## src/rtl/valu_pkg.sv

```systemverilog
// rtl/valu_pkg.sv - shared types, defaults and opcode legality for the vector ALU sequencer
// Contents:
//   ELEM_W_DEF / MAX_VL_DEF : default element width and maximum vector length
//   state_t                 : sequencer FSM states
//   alu_op_t                : ALU opcodes (ADD..SRA = 0..7); codes 8..15 are illegal
//   op_legal()              : returns 1 for a legal opcode
package valu_pkg;

  localparam int ELEM_W_DEF = 32;
  localparam int MAX_VL_DEF = 16;

  typedef enum logic [2:0] {
    IDLE = 3'd0,
    RD   = 3'd1,
    EX   = 3'd2,
    WB   = 3'd3,
    DONE = 3'd4
  } state_t;

  typedef enum logic [3:0] {
    OP_ADD = 4'd0,
    OP_SUB = 4'd1,
    OP_AND = 4'd2,
    OP_OR  = 4'd3,
    OP_XOR = 4'd4,
    OP_SLL = 4'd5,
    OP_SRL = 4'd6,
    OP_SRA = 4'd7
  } alu_op_t;

  function automatic logic op_legal(input logic [3:0] op);
    return (op <= OP_SRA);
  endfunction

endpackage

```

## src/rtl/valu_sequencer_if.sv

```systemverilog
// rtl/valu_sequencer_if.sv - instruction, register-file, ALU and status bundle of the sequencer
// Signals:
//   start_valid/start_ready       : instruction handshake
//   vd_addr, vs1_addr, vs2_addr   : vector register numbers
//   alu_op, vl, vm, v0_mask       : opcode, element count, mask enable (1 = unmasked), mask bits
//   rd_addr1/2, rd_elem, rd_data1/2 : synchronous register-file read (data one cycle after address)
//   alu_op1/2, alu_opcode, alu_res  : combinational ALU port
//   wr_en, wr_addr, wr_elem, wr_data: register-file element write
//   busy, done, err               : status; done is a one-cycle pulse, err is valid with done
// Modports: master = sequencer side, slave = environment (register file, ALU, requester).
import valu_pkg::*;

interface valu_sequencer_if #(
  parameter int ELEM_W = ELEM_W_DEF,
  parameter int MAX_VL = MAX_VL_DEF
);
  localparam int VL_W  = $clog2(MAX_VL + 1);
  localparam int IDX_W = $clog2(MAX_VL);

  logic              start_valid;
  logic              start_ready;
  logic [4:0]        vd_addr;
  logic [4:0]        vs1_addr;
  logic [4:0]        vs2_addr;
  logic [3:0]        alu_op;
  logic [VL_W-1:0]   vl;
  logic              vm;
  logic [MAX_VL-1:0] v0_mask;

  logic [4:0]        rd_addr1;
  logic [4:0]        rd_addr2;
  logic [IDX_W-1:0]  rd_elem;
  logic [ELEM_W-1:0] rd_data1;
  logic [ELEM_W-1:0] rd_data2;

  logic [ELEM_W-1:0] alu_op1;
  logic [ELEM_W-1:0] alu_op2;
  logic [3:0]        alu_opcode;
  logic [ELEM_W-1:0] alu_res;

  logic              wr_en;
  logic [4:0]        wr_addr;
  logic [IDX_W-1:0]  wr_elem;
  logic [ELEM_W-1:0] wr_data;

  logic              busy;
  logic              done;
  logic              err;

  modport master (
    input  start_valid, vd_addr, vs1_addr, vs2_addr, alu_op, vl, vm, v0_mask,
    input  rd_data1, rd_data2, alu_res,
    output start_ready, rd_addr1, rd_addr2, rd_elem,
    output alu_op1, alu_op2, alu_opcode,
    output wr_en, wr_addr, wr_elem, wr_data,
    output busy, done, err
  );

  modport slave (
    output start_valid, vd_addr, vs1_addr, vs2_addr, alu_op, vl, vm, v0_mask,
    output rd_data1, rd_data2, alu_res,
    input  start_ready, rd_addr1, rd_addr2, rd_elem,
    input  alu_op1, alu_op2, alu_opcode,
    input  wr_en, wr_addr, wr_elem, wr_data,
    input  busy, done, err
  );

endinterface

```

## src/rtl/valu_sequencer.sv

```systemverilog
// rtl/valu_sequencer.sv - element-serial vector ALU sequencer (RD -> EX -> WB per element)
// Ports:
//   clk     : clock, all state on the rising edge
//   reset_n : asynchronous active-low reset
//   bus     : valu_sequencer_if.master (handshake, register-file read/write, ALU, status)
// Optional feature: define VALU_SEQ_MASK_EN to honour vm/v0_mask; masked-off elements still
// take their RD/EX/WB slots but do not write (mask-undisturbed). Without it every element
// below vl is written.
import valu_pkg::*;

module valu_sequencer #(
  parameter int ELEM_W = ELEM_W_DEF,
  parameter int MAX_VL = MAX_VL_DEF
) (
  input logic           clk,
  input logic           reset_n,
  valu_sequencer_if.master bus
);

  localparam int VL_W  = $clog2(MAX_VL + 1);
  localparam int IDX_W = $clog2(MAX_VL);

  state_t            state;
  state_t            state_nxt;

  logic [4:0]        vd_q;
  logic [4:0]        vs1_q;
  logic [4:0]        vs2_q;
  logic [3:0]        op_q;
  logic [VL_W-1:0]   vl_q;
  logic              vm_q;
  logic [MAX_VL-1:0] v0_q;
  logic              err_q;
  logic [IDX_W-1:0]  idx;
  logic [ELEM_W-1:0] res_q;

  logic              accept;
  logic              skip;
  logic              last_elem;
  logic              elem_active;
  logic [VL_W-1:0]   vl_clamped;

  assign accept     = bus.start_valid && (state == IDLE);
  assign vl_clamped = (bus.vl > VL_W'(MAX_VL)) ? VL_W'(MAX_VL) : bus.vl;
  // Empty or illegal instructions go straight to DONE without touching the register file.
  assign skip       = (bus.vl == '0) || !op_legal(bus.alu_op);
  // vl_q is never 0 while in WB, so vl_q-1 cannot underflow here.
  assign last_elem  = (VL_W'(idx) == (vl_q - VL_W'(1)));

`ifdef VALU_SEQ_MASK_EN
  assign elem_active = vm_q || v0_q[idx];
`else
  logic unused_mask;
  assign elem_active = 1'b1;
  assign unused_mask = ^{vm_q, v0_q};
`endif

  always_ff @(posedge clk or negedge reset_n) begin
    if (!reset_n) begin
      state <= IDLE;
    end else begin
      state <= state_nxt;
    end
  end

  always_comb begin
    state_nxt = state;
    case (state)
      IDLE: begin
        if (accept) begin
          state_nxt = skip ? DONE : RD;
        end
      end
      RD:      state_nxt = EX;
      EX:      state_nxt = WB;
      WB:      state_nxt = last_elem ? DONE : RD;
      DONE:    state_nxt = IDLE;
      default: state_nxt = IDLE;
    endcase
  end

  always_comb begin
    bus.start_ready = (state == IDLE);
    bus.busy        = (state != IDLE);
    bus.rd_addr1    = '0;
    bus.rd_addr2    = '0;
    bus.rd_elem     = '0;
    bus.alu_op1     = '0;
    bus.alu_op2     = '0;
    bus.alu_opcode  = '0;
    bus.wr_en       = 1'b0;
    bus.wr_addr     = '0;
    bus.wr_elem     = '0;
    bus.wr_data     = '0;
    bus.done        = 1'b0;
    bus.err         = 1'b0;
    case (state)
      RD: begin
        bus.rd_addr1 = vs1_q;
        bus.rd_addr2 = vs2_q;
        bus.rd_elem  = idx;
      end
      EX: begin
        bus.alu_op1    = bus.rd_data1;
        bus.alu_op2    = bus.rd_data2;
        bus.alu_opcode = op_q;
      end
      WB: begin
        bus.wr_en   = elem_active;
        bus.wr_addr = vd_q;
        bus.wr_elem = idx;
        bus.wr_data = res_q;
      end
      DONE: begin
        bus.done = 1'b1;
        bus.err  = err_q;
      end
      default: ;
    endcase
  end

  always_ff @(posedge clk or negedge reset_n) begin
    if (!reset_n) begin
      vd_q  <= '0;
      vs1_q <= '0;
      vs2_q <= '0;
      op_q  <= '0;
      vl_q  <= '0;
      vm_q  <= 1'b0;
      v0_q  <= '0;
      err_q <= 1'b0;
      idx   <= '0;
      res_q <= '0;
    end else begin
      if (accept) begin
        vd_q  <= bus.vd_addr;
        vs1_q <= bus.vs1_addr;
        vs2_q <= bus.vs2_addr;
        op_q  <= bus.alu_op;
        vl_q  <= vl_clamped;
        vm_q  <= bus.vm;
        v0_q  <= bus.v0_mask;
        err_q <= !op_legal(bus.alu_op);
        idx   <= '0;
      end
      if (state == EX) begin
        res_q <= bus.alu_res;
      end
      // Stepping stops on the last element, so idx never wraps past vl-1.
      if ((state == WB) && !last_elem) begin
        idx <= idx + IDX_W'(1);
      end
    end
  end

endmodule

```

## src/flat_wrapper.sv

```systemverilog
// flat-port wrapper written by rule: the top's interface ports become plain ports
module valu_sequencer_flat 
#(
  parameter int ELEM_W = ELEM_W_DEF,
  parameter int MAX_VL = MAX_VL_DEF
)
  (clk, reset_n, bus_start_valid, bus_vd_addr, bus_vs1_addr, bus_vs2_addr, bus_alu_op, bus_vl, bus_vm, bus_v0_mask, bus_rd_data1, bus_rd_data2, bus_alu_res, bus_start_ready, bus_rd_addr1, bus_rd_addr2, bus_rd_elem, bus_alu_op1, bus_alu_op2, bus_alu_opcode, bus_wr_en, bus_wr_addr, bus_wr_elem, bus_wr_data, bus_busy, bus_done, bus_err);
  valu_sequencer_if #(.ELEM_W(ELEM_W), .MAX_VL(MAX_VL)) bus_i ();
  input logic clk;
  input logic reset_n;
  input wire logic [$bits(bus_i.start_valid)-1:0] bus_start_valid;
  input wire logic [$bits(bus_i.vd_addr)-1:0] bus_vd_addr;
  input wire logic [$bits(bus_i.vs1_addr)-1:0] bus_vs1_addr;
  input wire logic [$bits(bus_i.vs2_addr)-1:0] bus_vs2_addr;
  input wire logic [$bits(bus_i.alu_op)-1:0] bus_alu_op;
  input wire logic [$bits(bus_i.vl)-1:0] bus_vl;
  input wire logic [$bits(bus_i.vm)-1:0] bus_vm;
  input wire logic [$bits(bus_i.v0_mask)-1:0] bus_v0_mask;
  input wire logic [$bits(bus_i.rd_data1)-1:0] bus_rd_data1;
  input wire logic [$bits(bus_i.rd_data2)-1:0] bus_rd_data2;
  input wire logic [$bits(bus_i.alu_res)-1:0] bus_alu_res;
  output wire logic [$bits(bus_i.start_ready)-1:0] bus_start_ready;
  output wire logic [$bits(bus_i.rd_addr1)-1:0] bus_rd_addr1;
  output wire logic [$bits(bus_i.rd_addr2)-1:0] bus_rd_addr2;
  output wire logic [$bits(bus_i.rd_elem)-1:0] bus_rd_elem;
  output wire logic [$bits(bus_i.alu_op1)-1:0] bus_alu_op1;
  output wire logic [$bits(bus_i.alu_op2)-1:0] bus_alu_op2;
  output wire logic [$bits(bus_i.alu_opcode)-1:0] bus_alu_opcode;
  output wire logic [$bits(bus_i.wr_en)-1:0] bus_wr_en;
  output wire logic [$bits(bus_i.wr_addr)-1:0] bus_wr_addr;
  output wire logic [$bits(bus_i.wr_elem)-1:0] bus_wr_elem;
  output wire logic [$bits(bus_i.wr_data)-1:0] bus_wr_data;
  output wire logic [$bits(bus_i.busy)-1:0] bus_busy;
  output wire logic [$bits(bus_i.done)-1:0] bus_done;
  output wire logic [$bits(bus_i.err)-1:0] bus_err;
  assign bus_i.start_valid = bus_start_valid;
  assign bus_i.vd_addr = bus_vd_addr;
  assign bus_i.vs1_addr = bus_vs1_addr;
  assign bus_i.vs2_addr = bus_vs2_addr;
  assign bus_i.alu_op = bus_alu_op;
  assign bus_i.vl = bus_vl;
  assign bus_i.vm = bus_vm;
  assign bus_i.v0_mask = bus_v0_mask;
  assign bus_i.rd_data1 = bus_rd_data1;
  assign bus_i.rd_data2 = bus_rd_data2;
  assign bus_i.alu_res = bus_alu_res;
  assign bus_start_ready = bus_i.start_ready;
  assign bus_rd_addr1 = bus_i.rd_addr1;
  assign bus_rd_addr2 = bus_i.rd_addr2;
  assign bus_rd_elem = bus_i.rd_elem;
  assign bus_alu_op1 = bus_i.alu_op1;
  assign bus_alu_op2 = bus_i.alu_op2;
  assign bus_alu_opcode = bus_i.alu_opcode;
  assign bus_wr_en = bus_i.wr_en;
  assign bus_wr_addr = bus_i.wr_addr;
  assign bus_wr_elem = bus_i.wr_elem;
  assign bus_wr_data = bus_i.wr_data;
  assign bus_busy = bus_i.busy;
  assign bus_done = bus_i.done;
  assign bus_err = bus_i.err;
  valu_sequencer #(.ELEM_W(ELEM_W), .MAX_VL(MAX_VL)) u_core (.clk(clk), .reset_n(reset_n), .bus(bus_i));
endmodule
```

## config.mk

```make
export PLATFORM = sky130hd
export DESIGN_NAME = valu_sequencer_flat
export DESIGN_NICKNAME = d
export VERILOG_FILES = /design/src/rtl/valu_pkg.sv /design/src/rtl/valu_sequencer_if.sv /design/src/rtl/valu_sequencer.sv /design/src/flat_wrapper.sv
export SDC_FILE = /design/constraint.sdc
export NUM_CORES = 1
export LEC_CHECK = 0
export BUFFER_PORTS_ARGS = -buffer_cell sky130_fd_sc_hd__buf_2
export CORE_AREA = 3 3 103 105
export CTS_CLUSTER_DIAMETER = 150
export DETAILED_ROUTE_END_ITERATION = 16
export DIE_AREA = 0 0 106 108
export GPL_TIMING_DRIVEN = 1
export PLACE_DENSITY = 0.79
export SLEW_MARGIN = 20
export SYNTH_ARGS = -nofsm -noshare
export SYNTH_HDL_FRONTEND = slang
export SYNTH_SLANG_ARGS = --single-unit
```

## constraint.sdc

```tcl
create_clock -name clk -period 2.9 [get_ports clk]
set_input_delay 0.435 -clock clk [delete_from_list [all_inputs] [get_ports clk]]
set_output_delay 0.435 -clock clk [all_outputs]
set_load 0.01 [all_outputs]
```

; ---- Yosys cells after proc, flatten, opt, wreduce, memory -nomap -nowiden
; Index checks and enable logic that the tools add are counted.
[totals]
in_bits = 140
reg_bits = 64
[op_classes]
add_sub_neg = 2
n_eq_ne = 6
mux = 19
order_cmp = 2
n_reduce_logical = 9
[op_table]
columns = cell, count
row1 = 32-bit 2-to-1 mux, 3
row2 = 4-bit 2-to-1 mux, 5
row3 = 5-bit 2-to-1 mux, 4
row4 = 3-bit case mux with 4 select lines, 1
row5 = 3-bit 2-to-1 mux, 3
row6 = 3-bit by 2-bit == test with 1-bit output (second input constant), 2
row7 = 4-bit by 5-bit == test with 1-bit output, 1
row8 = 5-bit > comparator (second input constant), 1
row9 = 5-bit zero test, 1
row10 = 5-bit by 1-bit subtractor with 5-bit output (second input constant), 1
row11 = 4-bit by 1-bit adder with 4-bit output (second input constant), 1
row12 = 4-bit by 3-bit <= comparator with 1-bit output (second input constant), 1
row13 = 3-bit by 1-bit == test with 1-bit output (second input constant), 1
row14 = 3-bit == test (second input constant), 1
row15 = 3-bit zero test, 1
row16 = 1-bit 2-to-1 mux, 3
row17 = 3-bit nonzero test, 1
row18 = 1-bit logical AND, 2
row19 = 1-bit zero test, 2
row20 = 2-bit by 1-bit inequality test with 1-bit output (second input constant), 1
row21 = 2-bit nonzero test, 1
row22 = 1-bit logical OR, 1

; ---- Depth between registers and ports, before layout
; Gate-level depths: netlist of run 1.
[logic_depth]
depth_word = 6
ltp_mapped = 7
mapped_depth_nobuf = 7

; ---- Least setup slack after synthesis of run 1
; OpenSTA, ideal clock, no wires.
[synth_timing]
kind = reg2out
from = register u_core.state[2]
to = output bus_wr_data[22]
path_buffers = 2
stages_incl_launch_ff = 6
slack_ps = 1085
arrival_time_ps = 1380
cell_sequence = dfrtp_1 -> buf_2 -> nand3b_1 -> inv_1 -> clkbuf_1 -> and2_1
[synth_via]
elab_chain_len = 2
[synth_rtl]
columns = element, line
row1 = from (decl), valu_sequencer.sv:23  ; state_t state;
row2 = from (signal assigned), valu_sequencer.sv:62  ; state <= state_nxt;
row3 = 3-bit by 2-bit == test with 1-bit output, valu_sequencer.sv:97  ; case (state)
row4 = 32-bit 2-to-1 mux, valu_sequencer.sv:97
row5 = to (decl), flat_wrapper.sv:32  ; output wire logic [$bits(bus_i.wr_data)-1:0] bus_wr_data;
; No other way between the ends.

; ---- Worst setup path in the final report of run 1
[layout_timing]
from = register u_core.state[0]
to = output bus_wr_data[2]
; Same word-level chain as after synthesis.

==> impl_metrics.csv, run 1 <==
group,metric,value,unit
route,detail_route.drc_violations,0,
cells_and_area,final_common_cell,"buf_2",
route,routed_wl,11.2,mm
sta,setup_tns_final,0,ns
power_and_ir_drop,power-per-cell-area,367,mW/mm^2
cts,cts.reportedPaths.clkPinSlew,0.07,ns
yosys,netlist_area,0.00355,sq mm
critical_path,timing.critical_path.fanout_max,34,
global_routing,grt_antenna_before_repair,7,
power_and_ir_drop,seq_power_share,0.493,
route,drt_first_iter_violations,107,
yosys,yosys_most_used_dff,"dfrtp_1",
global_routing,via_count_of_the_first_global_routing_pass,3384,
floorplanning,chipWidth,106,um
sta,period_share,0.877,
floorplanning,start_util,0.365,
flow_run,maxCapViolCount,0,
sta,fmax,0.393,GHz
sta,slew_headroom,0.527,
route,firstDrtPassIters,4,
cts,clock-root-buffer,"clkbuf_8",
yosys,synth_async_sr_flop_share,1.00,
cts,clockBufferDepth,2,
cts,postCtsHoldBufs,0,
sta,worst_slew_pin_slew,0.707,ns
cells_and_area,num-fill-cells,923,
critical_path,crit_path_end_kind,"primary output",
floorplanning,floorplan.die_area,0.0114,sq mm
cts,clock-sinks,64,
cells_and_area,finalInstanceArea,0.00511,sq mm
cts,buffer_count_from_post_cts_setup_fixing,0,
placed_design,place.gp.congestion,0.805,
sta,endpoints_failing_hold,0,
critical_path,worstPathRequired,2.47,ns
sta,timing.final.max_slew_violations,0,
cts,number_of_cts_inserted_buffers,9,
yosys,yosys_register_bits,64,
sta,rsz_0062_raised_after_global_routing,"no",
power_and_ir_drop,clock_network_power_share,0.386,
route,vias_per_cell,4.57,
placed_design,dpl_cell_area,0.00491,sq mm
cts,ctsResizeCount,0,
cells_and_area,nets,717,
cts,htreeDepth,3,
global_routing,globalRouteTotalUtil,0.192,
yosys,synth_fp_nets,473,
yosys,syn_avg_cell_area,10.7,sq um
global_routing,grt_start_max_net_pins,101,
global_routing,grt_overflow,0,
sta,final_period_minus_worst_setup_slack,2.54,ns
placed_design,io_buffer_count,250,
power_and_ir_drop,leakage_power_total,2.80,nW
global_routing,grt_pass1_wl,16.9,mm
floorplanning,num_io_pins,268,
hold_path,hp-class,"input pin to async pin",
yosys,synth-warning-count,0,
power_and_ir_drop,combinational_group_share_of_total_power,0.121,
floorplanning,placeableCoreArea,0.00973,sq mm
cells_and_area,area.growth.synth_to_final,44.0,%
route,vias,3271,
yosys,post_synth_inst_count,331,
power_and_ir_drop,switching_power,436,uW
placed_design,numPlacedInstances,697,
yosys,synth_edf_count,0,
critical_path,critPathArrivalTime,2.11,ns
power_and_ir_drop,internal_power,1.44,mW
route,wire_per_inst,15.7,um
sta,finalSetupViolCount,0,
outcome,status,"finished clean",
yosys,ys_types,39,
route,postRouteAntennaNets,0,
placed_design,hpwlAfterDp,8.84,mm
floorplanning,die_y,108,um
cells_and_area,post_route_cells_drive_above_1_share,0.561,
power_and_ir_drop,max-vdd-ir-drop,164,uV
sta,fin_skew,0.00643,ns
critical_path,setup.reg_to_reg.worst_slack,0.95,ns
yosys,share_of_synthesized_area_occupied_by_flip_flops_and_latches,0.451,
cts,worst_skew_pair.late_latency,0.34,ns
power_and_ir_drop,power.switching_fraction,0.232,
critical_path,critPathLaunchType,"flip-flop",
critical_path,category_of_the_most_critical_setup_path,"flip-flop to primary output",
cells_and_area,layout.cells.most_common_list,"buf_2, and2_1, dfrtp_1",
cts,cts_tree,"built",
cells_and_area,post_layout_nonfiller_instances,715,
sta,holdWs,0.100,ns
floorplanning,fp-row-count,36,
==> through the flow <==
step / setup WS (ns) / utilization / power (mW)
6_report: 0.358 / 0.526 / 1.88
5_1_grt: 0.112 / 0.525 / 1.97
4_1_cts: 0.313 / 0.525 / 1.91
3_5_place_dp: 0.704 / 0.505 / 1.17
3_3_place_gp: 0.783 / 0.505 / 1.17
2_1_floorplan: 1.09 / - / 1.02
==> synth_stat cells, types with 2 or more instances <==
master,number,share of area
nand2b_1,5,0.0088
xnor2_1,4,0.0099
o21ai_0,6,0.0085
nor3_4,2,0.0092
buf_6,2,0.0063
ha_1,2,0.0070
dfrtp_1,64,0.45
xor2_1,3,0.0074
o211ai_1,2,0.0042
nand2_1,11,0.012
nand3_1,2,0.0028
a21oi_1,2,0.0028
nand3b_1,3,0.0063
and2_1,122,0.21
buf_2,4,0.0056
buf_4,3,0.0063
mux2i_1,2,0.0056
inv_1,5,0.0053
mux2_1,9,0.029
clkbuf_1,12,0.013
nor2_1,6,0.0063
mux2_2,42,0.13
and2_2,2,0.0042
==> layer usage <==
| metal | wire, um | GRT usage |
|---|---|---|
| met3 | 1170 | 0.0812 |
| met5 | 40 | 0 |
| met4 | 178 | 0.0666 |
| met1 | 4180 | 0.216 |
| met2 | 5640 | 0.330 |
==> power by group through the flow <==
stage / Combinational [mW] / Clock [mW] / Sequential, mW
final: 0.228 / 0.725 / 0.925
after floorplan: 0.0817 / 0 / 0.938
after CTS: 0.232 / 0.751 / 0.925
after global placement: 0.227 / 0 / 0.941
after global routing: 0.253 / 0.791 / 0.928
after detailed placement: 0.230 / 0 / 0.942
==> worst paths after layout <==
check / from / end / depth (start not counted)
hold reg to reg: u_core.err_q / u_core.err_q / 2
min in group clk: bus_alu_res[20] / u_core.res_q[20] / 2
setup / recovery: u_core.state[0] / bus_wr_data[2] / 5
setup reg to reg: u_core.vl_q[0] / u_core.idx[3] / 7
max in group asynchronous: reset_n / u_core.vd_q[2] / 2
hold / removal: reset_n / u_core.vd_q[0] / 2
==> logic make-up after synthesis <==
group           after synthesis  synth area share
mux                          53             0.167
buf+inv                      27            0.0373
xor+xnor                      7            0.0173
fa+ha+maj                     2           0.00704
flops                        64             0.451
simple gates                163             0.290
compound gates               15            0.0299
==> critical path, cell delays in order, from the launching register on <==
cell	delay [ns]
dfrtp_1	0.59
nand3b_1	0.16
inv_1	0.32
buf_4	0.37
and2_1	0.19
buf_2	0.14
==> flip-flops by register name, indices dropped and copies added, names as in the netlist <==
name          cells
u_core.err_q      1
u_core.idx        4
u_core.op_q       4
u_core.res_q     32
u_core.state      3
u_core.vd_q       5
u_core.vl_q       5
u_core.vs1_q      5
u_core.vs2_q      5
==> cell type report <==
class / instances / area (sq um) / area share
repair buffers: 254 / 1310 / 0.255
inverters: 6 / 22.5 / 0.00440
flip-flops and latches: 64 / 1600 / 0.313
clock inverters: 2 / 12.5 / 0.00245
multi-input cells: 240 / 1820 / 0.356
well taps: 133 / 166 / 0.0325
clock buffers: 13 / 179 / 0.0350
diodes: 3 / 7.51 / 0.00147
Power figures use the tool's default switching activity.
==> run 2, diff against run 1 <==
--- a/config.mk
+++ b/config.mk
@@ -6,12 +6,14 @@
 export NUM_CORES = 1
 export LEC_CHECK = 0
 export BUFFER_PORTS_ARGS = -buffer_cell sky130_fd_sc_hd__buf_2
-export CORE_AREA = 3 3 103 105
+export CELL_PAD_IN_SITES_DETAIL_PLACEMENT = 1
+export CELL_PAD_IN_SITES_GLOBAL_PLACEMENT = 1
+export CORE_MARGIN = 3
+export CORE_UTILIZATION = 31
 export CTS_CLUSTER_DIAMETER = 150
 export DETAILED_ROUTE_END_ITERATION = 16
-export DIE_AREA = 0 0 106 108
 export GPL_TIMING_DRIVEN = 1
-export PLACE_DENSITY = 0.79
+export PLACE_DENSITY = 0.93
 export SLEW_MARGIN = 20
 export SYNTH_ARGS = -nofsm -noshare
 export SYNTH_HDL_FRONTEND = slang
==> run 2 against run 1 <==
  * Global-route usage up 1.1 points
  * Non-clock buffer count unchanged
  * Sequential cell count unchanged
  * Critical path depth unchanged
  * Clock skew up 0.0021 ns
  * Register-to-register slack about the same
  * Total power up 18%
  * Fmax up 1.2%
  * Wire length up 17%
  * Sequential power about the same
  * Utilization down 5.3 points
  * Critical path type unchanged
  * Largest power group is now clock
==> impl_metrics.csv, run 2 (synthesis gave the netlist of run 1 again) <==
group,metric,value,unit
global_routing,grt_antenna_before_repair,5,
sta,finalWorstSetupSlack,0.387,ns
cts,number_of_cts_inserted_buffers,9,
critical_path,critPathArrivalTime,2.08,ns
cts,postCtsHoldBufs,0,
global_routing,grt_overflow,0,
critical_path,worst_path_slowest_cell,"dfrtp_1",
power_and_ir_drop,power-per-cell-area,424,mW/mm^2
route,vias_per_cell,4.57,
floorplanning,start_util,0.322,
critical_path,critPathLaunchType,"flip-flop",
cells_and_area,finalCoreUtilization,0.472,
sta,final_period_minus_worst_setup_slack,2.51,ns
critical_path,critical_path.max_stage_delay,0.51,ns
hold_path,hp-class,"input pin to async pin",
cells_and_area,largest_reg_flops,32,
cells_and_area,final_common_cell,"buf_2",
power_and_ir_drop,report.power.total,2.21,mW
cells_and_area,finalInstanceArea,0.00521,sq mm
critical_path,worstPathRequired,2.47,ns
floorplanning,fp-row-count,38,
global_routing,grt_start_max_net_pins,101,
global_routing,grt_pass1_wl,19.9,mm
placed_design,dpl_cell_area,0.00491,sq mm
route,drt_first_iter_violations,91,
floorplanning,floorplan.die_area,0.0128,sq mm
critical_path,r2r_cells,7,
placed_design,hpwlAfterDp,10.6,mm
critical_path,timing.critical_path.fanout_max,36,
route,routed_wl,13.1,mm
route,postRouteAntennaNets,0,
route,detail_route.drc_violations,0,
critical_path,worstPathCellList,"nand3b_1, inv_1, buf_4, and2_1, buf_2",
cts,clock-root-buffer,"clkbuf_16",
sta,fin_skew,0.00854,ns
cts,htreeDepth,3,
flow_run,maxCapViolCount,0,
sta,timing.final.max_slew_violations,0,
floorplanning,die_y,113,um
critical_path,critical_path.reg2reg.endpoint,"u_core.idx[1]",
power_and_ir_drop,max-vdd-ir-drop,189,uV
global_routing,via_count_of_the_first_global_routing_pass,3663,
sta,period_share,0.867,
sta,worst_slew_pin_slew,0.831,ns
critical_path,r2r_start,"u_core.vl_q[0]",
route,wire_per_inst,18.1,um
cells_and_area,nets,717,
cells_and_area,area.growth.synth_to_final,46.7,%
critical_path,setup.reg_to_reg.worst_slack,0.94,ns
placed_design,pre_cts_ws,0.715,ns
floorplanning,chipWidth,113,um
placed_design,place.gp.congestion,0.864,
critical_path,crit_path_end_kind,"primary output",
critical_path,timing.critical_path.from,"u_core.state[2]",
sta,endpoints_failing_hold,0,
cts,clock-sinks,64,
cells_and_area,layout.cells.most_common_list,"buf_2, and2_1, dfrtp_1",
cts,clockBufferDepth,2,
outcome,status,"finished clean",
route,firstDrtPassIters,4,
route,vias,3306,
cts,ctsResizeCount,0,
sta,fmax,0.398,GHz
floorplanning,placeableCoreArea,0.0110,sq mm
sta,slew_headroom,0.446,
critical_path,category_of_the_most_critical_setup_path,"flip-flop to primary output",
sta,rsz_0062_raised_after_global_routing,"no",
cts,cts.reportedPaths.clkPinSlew,0.05,ns
floorplanning,num_io_pins,268,
cells_and_area,post_route_cells_drive_above_1_share,0.560,
cts,worst_skew_pair.late_latency,0.32,ns
cts,buffer_count_from_post_cts_setup_fixing,0,
sta,setup_tns_final,0,ns
sta,finalSetupViolCount,0,
global_routing,globalRouteTotalUtil,0.203,
cts,cts_tree,"built",
power_and_ir_drop,leakage_power_total,2.84,nW
placed_design,io_buffer_count,250,
cells_and_area,registers.top_by_ff_count,"u_core.res_q",
==> run 2: how the worst max path moves through the flow <==
stage,to,slack (ns),cells past startpoint
after floorplan,bus_wr_data[22],1.09,5
after detailed placement,bus_wr_data[13],0.72,5
final,bus_wr_data[13],0.39,5
after global routing,bus_wr_data[22],0.23,5
after global placement,bus_wr_data[13],0.77,5
after CTS,bus_wr_data[13],0.34,5
==> run 2: cell type report <==
class	count	area, sq um
repair buffers	254	1290
fillers	1337	5820
flip-flops and latches	64	1600
diodes	5	12.5
multi-input cells	240	1820
inverters	6	22.5
clock buffers	11	243
well taps	140	175
clock inverters	4	45.0
==> run 2: worst max-delay path: cells and delay by family, from the launching register on <==
family	cells	cell delay, ns
flops	1	0.51
buf+inv	3	0.78
simple gates	2	0.44
==> run 2: where the power goes <==
| group | leakage [nW] | internal, mW | switching (mW) |
|---|---|---|---|
| sequential | 0.800 | 0.917 | 0.0114 |
| combinational | 1.90 | 0.128 | 0.109 |
| clock | 0.145 | 0.678 | 0.368 |
==> run 2: per-stage QoR <==
step / hold slack [ns] / instances
after CTS: 0.314 / 719
after detailed placement: 0.467 / 704
after global placement: 0.452 / 704
final: 0.272 / 724
after global routing: 0.324 / 724
after floorplan: 0.139 / 331
==> run 2: layer usage <==
metal | GRT usage | part of all wire
met5 | 0 | 0
met3 | 0.0877 | 0.095
met4 | 0.0825 | 0.022
met1 | 0.202 | 0.34
met2 | 0.370 | 0.55
